### src/rtl/gpio_pkg.sv
// rtl/gpio_pkg.sv - shared limits and reset defaults for the gpio_port slice
package gpio_pkg;

    localparam int GPIO_WIDTH_MAX = 32;
    localparam int GPIO_SYNC_MIN  = 2;
    localparam int GPIO_SYNC_MAX  = 4;

    localparam logic [GPIO_WIDTH_MAX-1:0] GPIO_TRIS_RST_DEFAULT = '1;

    // Out-of-range depths collapse to the nearest legal depth rather than break elaboration.
    function automatic int gpio_sync_depth(input int stages);
        if (stages < GPIO_SYNC_MIN) begin
            return GPIO_SYNC_MIN;
        end
        if (stages > GPIO_SYNC_MAX) begin
            return GPIO_SYNC_MAX;
        end
        return stages;
    endfunction

endpackage

### src/rtl/gpio_sync.sv
// rtl/gpio_sync.sv - WIDTH x STAGES flop chain bringing raw pad levels into the clk domain
module gpio_sync
    import gpio_pkg::*;
#(
    parameter int WIDTH  = 5,
    parameter int STAGES = 2
) (
    input  logic             clk,
    input  logic             rst,
    input  logic [WIDTH-1:0] d,
    output logic [WIDTH-1:0] q
);

    localparam int DEPTH = gpio_sync_depth(STAGES);

    logic [WIDTH-1:0] chain_q [DEPTH];
    logic [WIDTH-1:0] chain_d [DEPTH];

    always_comb begin
        chain_d[0] = d;
        for (int i = 1; i < DEPTH; i++) begin
            chain_d[i] = chain_q[i-1];
        end
    end

    always_ff @(posedge clk or posedge rst) begin
        if (rst) begin
            for (int i = 0; i < DEPTH; i++) begin
                chain_q[i] <= '0;
            end
        end else begin
            for (int i = 0; i < DEPTH; i++) begin
                chain_q[i] <= chain_d[i];
            end
        end
    end

    assign q = chain_q[DEPTH-1];

endmodule

### src/rtl/gpio_port.sv
// rtl/gpio_port.sv - GPIO port: output latch, TRIS, input sync, interrupt-on-change
// Interrupt-on-change logic is built only when GPIO_PORT_IOC_EN is defined.
module gpio_port
    import gpio_pkg::*;
#(
    parameter int               WIDTH       = 5,
    parameter int               SYNC_STAGES = 2,
    parameter logic [WIDTH-1:0] TRIS_RST    = GPIO_TRIS_RST_DEFAULT[WIDTH-1:0]
) (
    input  logic             clk,
    input  logic             rst,
    input  logic [WIDTH-1:0] pin_in,
    output logic [WIDTH-1:0] pin_out,
    output logic [WIDTH-1:0] pin_oe,
    input  logic             wr_port,
    input  logic             wr_tris,
    input  logic [WIDTH-1:0] wr_data,
    input  logic             rd_port,
    output logic [WIDTH-1:0] port_rd_data,
    output logic [WIDTH-1:0] tris_rd_data,
    input  logic [WIDTH-1:0] ioc_mask,
    input  logic             ioc_clr,
    output logic             ioc_flag
);

    logic [WIDTH-1:0] sync_pins;
    logic [WIDTH-1:0] port_q, port_d;
    logic [WIDTH-1:0] tris_q, tris_d;

    gpio_sync #(
        .WIDTH  (WIDTH),
        .STAGES (SYNC_STAGES)
    ) u_sync (
        .clk (clk),
        .rst (rst),
        .d   (pin_in),
        .q   (sync_pins)
    );

    // Simultaneous port and TRIS strobes both load the same write data.
    always_comb begin
        port_d = port_q;
        tris_d = tris_q;
        if (wr_port) begin
            port_d = wr_data;
        end
        if (wr_tris) begin
            tris_d = wr_data;
        end
    end

    always_ff @(posedge clk or posedge rst) begin
        if (rst) begin
            port_q <= '0;
            tris_q <= TRIS_RST;
        end else begin
            port_q <= port_d;
            tris_q <= tris_d;
        end
    end

    assign pin_out      = port_q;
    assign pin_oe       = ~tris_q;
    assign tris_rd_data = tris_q;
    assign port_rd_data = sync_pins;

`ifdef GPIO_PORT_IOC_EN
    logic [WIDTH-1:0] snap_q, snap_d;
    logic             flag_q, flag_d;
    logic [WIDTH-1:0] mismatch;

    // Output-configured bits (TRIS=0) are masked out so driven pins never raise the flag.
    assign mismatch = (sync_pins ^ snap_q) & ioc_mask & tris_q;

    always_comb begin
        snap_d = snap_q;
        flag_d = flag_q;
        if (rd_port) begin
            snap_d = sync_pins;
        end
        if (|mismatch) begin
            flag_d = 1'b1;
        end else if (ioc_clr) begin
            flag_d = 1'b0;
        end
    end

    always_ff @(posedge clk or posedge rst) begin
        if (rst) begin
            snap_q <= '0;
            flag_q <= 1'b0;
        end else begin
            snap_q <= snap_d;
            flag_q <= flag_d;
        end
    end

    assign ioc_flag = flag_q;
`else
    logic unused_ioc_inputs;

    assign unused_ioc_inputs = rd_port ^ ioc_clr ^ (^ioc_mask);
    assign ioc_flag          = 1'b0;
`endif

endmodule

### config.mk
export PLATFORM = sky130hd
export DESIGN_NAME = gpio_port
export DESIGN_NICKNAME = d
export VERILOG_FILES = /design/src/rtl/gpio_pkg.sv /design/src/rtl/gpio_sync.sv /design/src/rtl/gpio_port.sv
export SDC_FILE = /design/constraint.sdc
export NUM_CORES = 1
export LEC_CHECK = 0
export ABC_AREA = 1
export CORE_UTILIZATION = 31
export CTS_CLUSTER_DIAMETER = 100
export DETAILED_ROUTE_END_ITERATION = 7
export PLACE_DENSITY = 0.73
export SYNTH_ARGS = -nofsm -noshare
export SYNTH_HDL_FRONTEND = slang
export SYNTH_HIERARCHICAL = 1
export SYNTH_SLANG_ARGS = --single-unit
### constraint.sdc
create_clock -name clk -period 0.8 [get_ports clk]
set_input_delay 0.16 -clock clk [delete_from_list [all_inputs] [get_ports clk]]
set_output_delay 0.16 -clock clk [all_outputs]
set_load 0.02 [all_outputs]
======== Word-level counts from Yosys, hierarchy flattened ========
Cells that the tools add are included.
word-level totals
  flip-flop bits (word level) ............. 20
  latch bits .............................. 0
  bits in writable memories ............... 0
  bits in read-only memories .............. 0
  input port bits ......................... 21
  output and inout bits ................... 21
  memories kept ........................... 0
cells by class
  add/sub/neg operators ................... 0
  $mul .................................... 0
  div/mod/pow operators ................... 0
  order comparisons ....................... 0
  equality and inequality tests ........... 0
  shifts and indexed selects .............. 0
  multiplexer cells ....................... 0
  bitwise gates (word level) .............. 1
  reductions and logical operators ........ 0
operators with widths
  cell            count
  5-bit inverter  1

======== Depth between registers and ports, before layout ========
Gate-level depths: netlist of the first run.
  depth after elaboration ................. 1
  mapped depth ............................ 3
  mapped depth without buffers ............ 3

======== Modules after synthesis ========
Netlist of the first run, hierarchy kept.
modules (own cells, without submodules)
  module     times used  cells an instance  area each (sq um)
  gpio_port  1           50                 410.4
  gpio_sync  1           11                 254.0

======== Least setup slack after synthesis of the first run ========
Ideal clock, no wire load.
  path type ............................... reg-to-output
  start point ............................. register tris_q[0] (netlist: tris_rd_data[0])
  end point ............................... output pin_oe[0]
  arrival ................................. 697 ps
  data required time ...................... 640 ps
  slack ................................... -57 ps
  stages on the path, launching flop included .. 2
  cells stage by stage .................... dfstp_2 -> inv_1
between the ends
  word-level cells in the longest chain between the ends .. 1
ends and longest elaborated chain
  what                    line             text
  from (decl)             gpio_port.sv:28  logic [WIDTH-1:0] tris_q, tris_d;
  from (signal assigned)  gpio_port.sv:58  tris_q <= tris_d;
  5-bit inverter          gpio_port.sv:63  assign pin_oe = ~tris_q;
  to (decl)               gpio_port.sv:14  output logic [WIDTH-1:0] pin_oe,
Every way passes these cells.

======== Final worst setup path of the first run ========
  start point ............................. register tris_q[4] (netlist: tris_rd_data[4])
  end point ............................... output pin_oe[4]
Same word-level chain as after synthesis.

==> out/metrics.yaml, run 1 <==
status: "complete, but fails checks"
violations: "setup timing"
yosysUniqueCellTypes: 7
drc_errors: 0
stdcell_area_um2: 1100
cp_max_fo: 3
wire_per_inst_um: 10.3
num_rows: 16
placed_area_um2: 1040
synth_fp_nets: 82
yosysSeqAreaShare_pct: 76.3
fin_crit_sh_pct: 149
grt_pass1_vias: 403
maxCapViolations: 0
met2_length_um: 681
antenna_found_initial: 0
start_util_pct: 33.5
viasPerCell: 3.90
vdd_drop_max_v: 0.00103
worstSetupPathType: "flip-flop to output pin"
fin_nets: 122
fin_ws_ps: -393
core-area_um2: 1980
die_area_um2: 2330
highest-signal-layer: "met3"
cts.htree.levels: 1
dieHeight_um: 48.3
leakage_nw: 0.567
gr-usage-all-layers_pct: 11.6
hold_viol: 0
ant_nets: 0
grt_setup_unrepaired: "true"
stdcell_count: 127
ys_ff_latch: 20
drv_slew: 0
drt_pass1_iterations: 4
insertedDiodeCount: 0
cts.sinks: 20
hold_path_class: "primary input to async pin"
numCtsBuffers: 3
grt_pass1_wl_mm: 1.78
cts_root_buffer: "clkbuf_4"
cts_buffer_depth: 2
drtIter0Drc: 13
powerDensity_nw_per_um2: 1890
mostFrequentLayoutCell: "nand2_1"
synth_area_um2: 664
max_freq_ghz: 0.838
fin_skew_ps: 0.416
final_cell_mix: "30 x nand2_1, 18 x buf_6, 15 x dfrtp_1, 12 x clkdlybuf4s50_1"
r2r_slack_ps: -130
cp.arrival_ps: 1030
clk_latency_ps: 280
yosysTopAreaCell: "dfrtp_1"
path_clk_slew_ps: 100
syn2layout_area_growth_pct: 65.9
synth_top_area_share_pct: 56.5
wl_met1_um: 566
grt_overflow: 0
yosysWarnings: 6
dp_hpwl_um: 983
critPathLaunchType: "flip-flop"
period_needed_ps: 1190
critPathCaptureType: "output pin"
io_pins: 42
ys_top_cells_by_area: "dfrtp_1 56%, dfstp_2 20%, nand2_1 17%, inv_1 4.0%, buf_4 1.1%"
dp_cells: 121
drive_gt1_share_pct: 38.0
portBuffers: 33
cts_tree: "yes"
cts_hold_buf: 0
drt_wl_total_mm: 1.31
setup_viol: 21
worstPathRequired_ps: 640
wl_met3_um: 58
die_w_um: 48.3
grt_max_degree: 12
avgSynthCellArea_um2: 10.9
dr_total_vias: 495
syn_inst: 61
place_congestion: 0.669
[worst max-delay path, stage by stage (launching register included)]
cell and delay [ps]:
dfstp_2 590, inv_4 40, buf_6 120
[final timing paths]
kind,to,depth (start not counted),start
min,u_sync/q[2],2,rst
max reg2reg,tris_rd_data[1],4,tris_rd_data[1]
min reg2reg,u_sync/q[4],0,u_sync/chain_d[4]
max,pin_oe[4],2,tris_rd_data[4]
max in group asynchronous,pin_out[0],3,rst
min in group clk,pin_out[4],3,wr_port
[synthesized netlist by cell type (all sizes together)]
cell type,count
dfstp,5
buf,1
inv,9
nand2,30
dfrtp,15
conb,1
[per-layer routing]
metal	track usage, %	vias up
li1	-	251
met1	16.8	225
met2	16.8	19
met3	2.22	0
met4	5.00	0
met5	0	-
[area by class of cell]
class	count	area, um^2
Clock buffer	4	26.3
Tap cell	27	33.8
Inverter	9	46.3
Timing Repair Buffer	36	373
Fill cell	172	880
Sequential cell	20	507
Multi-Input combinational cell	31	116
[cells by family (layout without fill, tap and decap cells)]
group                  count (synthesis)  after routing  share of synthesized area (%)
flip-flops                            20             20                           76.3
buffers and inverters                 10             49                           6.22
AND/OR/NAND/NOR                       30             30                           16.9
other                                  1              1                          0.564
[through the flow]
stage / TNS [ps] / utilization, % / power (mW) / setup WS [ps] / hold slack, ps
after global routing: -6440 / 55.6 / 2.19 / -429 / 201
after global placement: -9820 / 52.5 / 1.59 / -514 / 332
final: -5580 / 55.6 / 2.08 / -393 / 170
after detailed placement: -9910 / 52.5 / 1.60 / -519 / 335
after CTS: -5570 / 54.5 / 2.08 / -381 / 171
after floorplan: -110 / - / 1.35 / -22.1 / -3.40
[state kept, by name, summed over array words and instances (netlist names)]
signal / cells
u_sync/chain_d: 5
u_sync/q: 5
pin_out: 5
tris_rd_data: 5
[power breakdown]
part	switching (mW)	internal, mW
clock	0.264	0.193
sequential	0.0571	1.10
combinational	0.224	0.242
total	0.544	1.53
[timing repair]
action / 4_1_cts / 5_1_grt
setup buffers: 1 / 1
endpoints found under the setup margin: 20 / 22
pin swaps: 0 / 0
resized for setup: 115 / 4
Note: power is estimated with default switching activity, not from simulation.
==> run 2, diff against run 1 <==
- SETUP_SLACK_MARGIN: not set -> 0.2
==> run 2 against run 1 <==
Effect of this change:
- final area is 3.9% higher
- highest routed layer is now met4
- sequential power about the same
- the run still ends with setup timing left
- critical path type unchanged
- worst hold slack got worse by 15 ps
- count of clock-buffer cells in the layout decreased by 1
- final cell count grew 1.6%
- critical path depth stayed put
- setup slack got worse by 20 ps
- first-iteration DRC count down 7.7%
- register-to-register slack better by 90 ps
- sequential share of layout area fell by 1.2 points
- power grew 18%
==> out/metrics.yaml, run 2 (synthesis gave the netlist of run 1 again) <==
cp_max_fo: 3
cts.htree.levels: 1
dp_slack_ps: -521
stdcell_area_um2: 1140
start_util_pct: 33.5
drtIter0Drc: 12
insertedDiodeCount: 0
core-area_um2: 1980
maxCapViolations: 0
placed_area_um2: 1060
grt_setup_unrepaired: "true"
cp.arrival_ps: 1050
leakage_nw: 0.574
setup_viol: 22
antenna_found_initial: 0
fin_crit_sh_pct: 152
grt_pass1_vias: 464
grt_pass1_wl_mm: 1.98
hold_viol: 0
dieHeight_um: 48.3
portBuffers: 33
fin_util_pct: 57.8
multiInputGateArea_um2: 126
mostFrequentLayoutCell: "nand2_1"
status: "complete, but fails checks"
path_cells: "inv_4, buf_6"
cts.sinks: 20
gr-usage-all-layers_pct: 13.3
dp_hpwl_mm: 1.04
place_congestion: 0.696
critPathSlowestCell: "dfstp_2"
drv_slew: 0
dr_total_vias: 514
clk_latency_ps: 300
fin_ws_ps: -413
fin_skew_ps: 0.260
drt_pass1_iterations: 4
die_area_um2: 2330
drive_gt1_share_pct: 49.0
p_seq_share_pct: 47.5
critPathLaunchType: "flip-flop"
fin_nets: 124
powerDensity_nw_per_um2: 2140
cts_root_buffer: "clkbuf_4"
cp_num_cells: 2
grt_max_degree: 13
slowest_delay_ps: 600
fillCellCount: 168
combinationalPowerShare_pct: 19.1
worstSetupPathType: "flip-flop to output pin"
worstPathRequired_ps: 640
viasPerCell: 3.98
die_w_um: 48.3
swShare_pct: 24.3
drc_errors: 0
p_total_mw: 2.44
syn2layout_area_growth_pct: 72.3
path_delay_family: "flip-flops"
p_int_mw: 1.85
period_needed_ps: 1210
cts_tree: "yes"
power.switching_uw: 594
final_cell_mix: "26 x nand2_1, 15 x buf_6, 12 x clkdlybuf4s50_1, 10 x buf_4, 10 x dfrtp_1"
max_freq_ghz: 0.824
crit_buf_inv: 2
worstRegToRegCells: 3
io_pins: 42
grt_overflow: 0
drt_wl_total_mm: 1.37
cts_hold_buf: 0
clkPwrFrac_pct: 33.4
violations: "setup timing"
numCtsBuffers: 3
critPathCaptureType: "output pin"
regArea_um2: 513
ant_nets: 0
wire_per_inst_um: 10.6
vdd_drop_max_v: 0.00126
cts_buffer_depth: 2
setup-tns-final_ps: -6020
hold_path_class: "primary input to async pin"
path_clk_slew_ps: 110
num_rows: 16
## run 2: layout make-up
type | count | share of cell area [%]
Inverter | 9 | 4.04
Clock inverter | 1 | 2.62
Multi-Input combinational cell | 31 | 11.0
Tap cell | 27 | 2.95
Clock buffer | 3 | 1.97
Sequential cell | 20 | 44.8
Timing Repair Buffer | 38 | 32.6
## run 2: per-stage QoR
stage,std cells,hold slack (ps)
finish,129,155
global route,129,181
CTS,129,168
detailed placement,123,336
global placement,123,331
floorplan,61,-3.00
## run 2: timing repair
item | in CTS | in global routing
pin swaps | 0 | 1
resized for setup | 116 | 4
endpoints found under the setup margin | 30 | 30
setup buffers | 2 | 0
## run 2: worst paths after layout
path,startpoint,endpoint,slack (ps)
max,tris_rd_data[4],pin_oe[4],-410
min,rst,u_sync/q[4],150
max reg2reg,tris_rd_data[1],tris_rd_data[1],-40
min reg2reg,u_sync/chain_d[2],u_sync/q[2],360
max in group asynchronous,rst,u_sync/chain_d[4],400
min in group clk,pin_in[1],u_sync/chain_d[1],290
## run 2: layer usage
metal  track usage (%)  vias to the layer above  part of all wire (%)
met2              19.7                       18                    54
met3              2.22                        4                   3.0
met1              17.3                      234                    41
li1                  -                      258                     -
met4              10.0                        0                   2.3
met5                 0                        -                     0
## run 2: worst reg2reg max path: cells and delay by family (launching register included)
| family | cells | cell delay (ps) |
|---|---|---|
| simple gates | 2 | 100 |
| flops | 1 | 580 |
| buf+inv | 1 | 110 |
## run 2: power by group through the flow
stage	logic [mW]	clock network (mW)	registers, mW
after global placement	0.439	0	1.16
after global routing	0.510	0.861	1.17
after CTS	0.466	0.822	1.16
after floorplan	0.113	0	1.24
final	0.467	0.816	1.16
after detailed placement	0.445	0	1.17
==> run 3, diff against run 2 <==
- CAP_MARGIN: not set -> 30
==> results of run 3 <==
Final layout, timing and power as in run 2 (identical DEF).
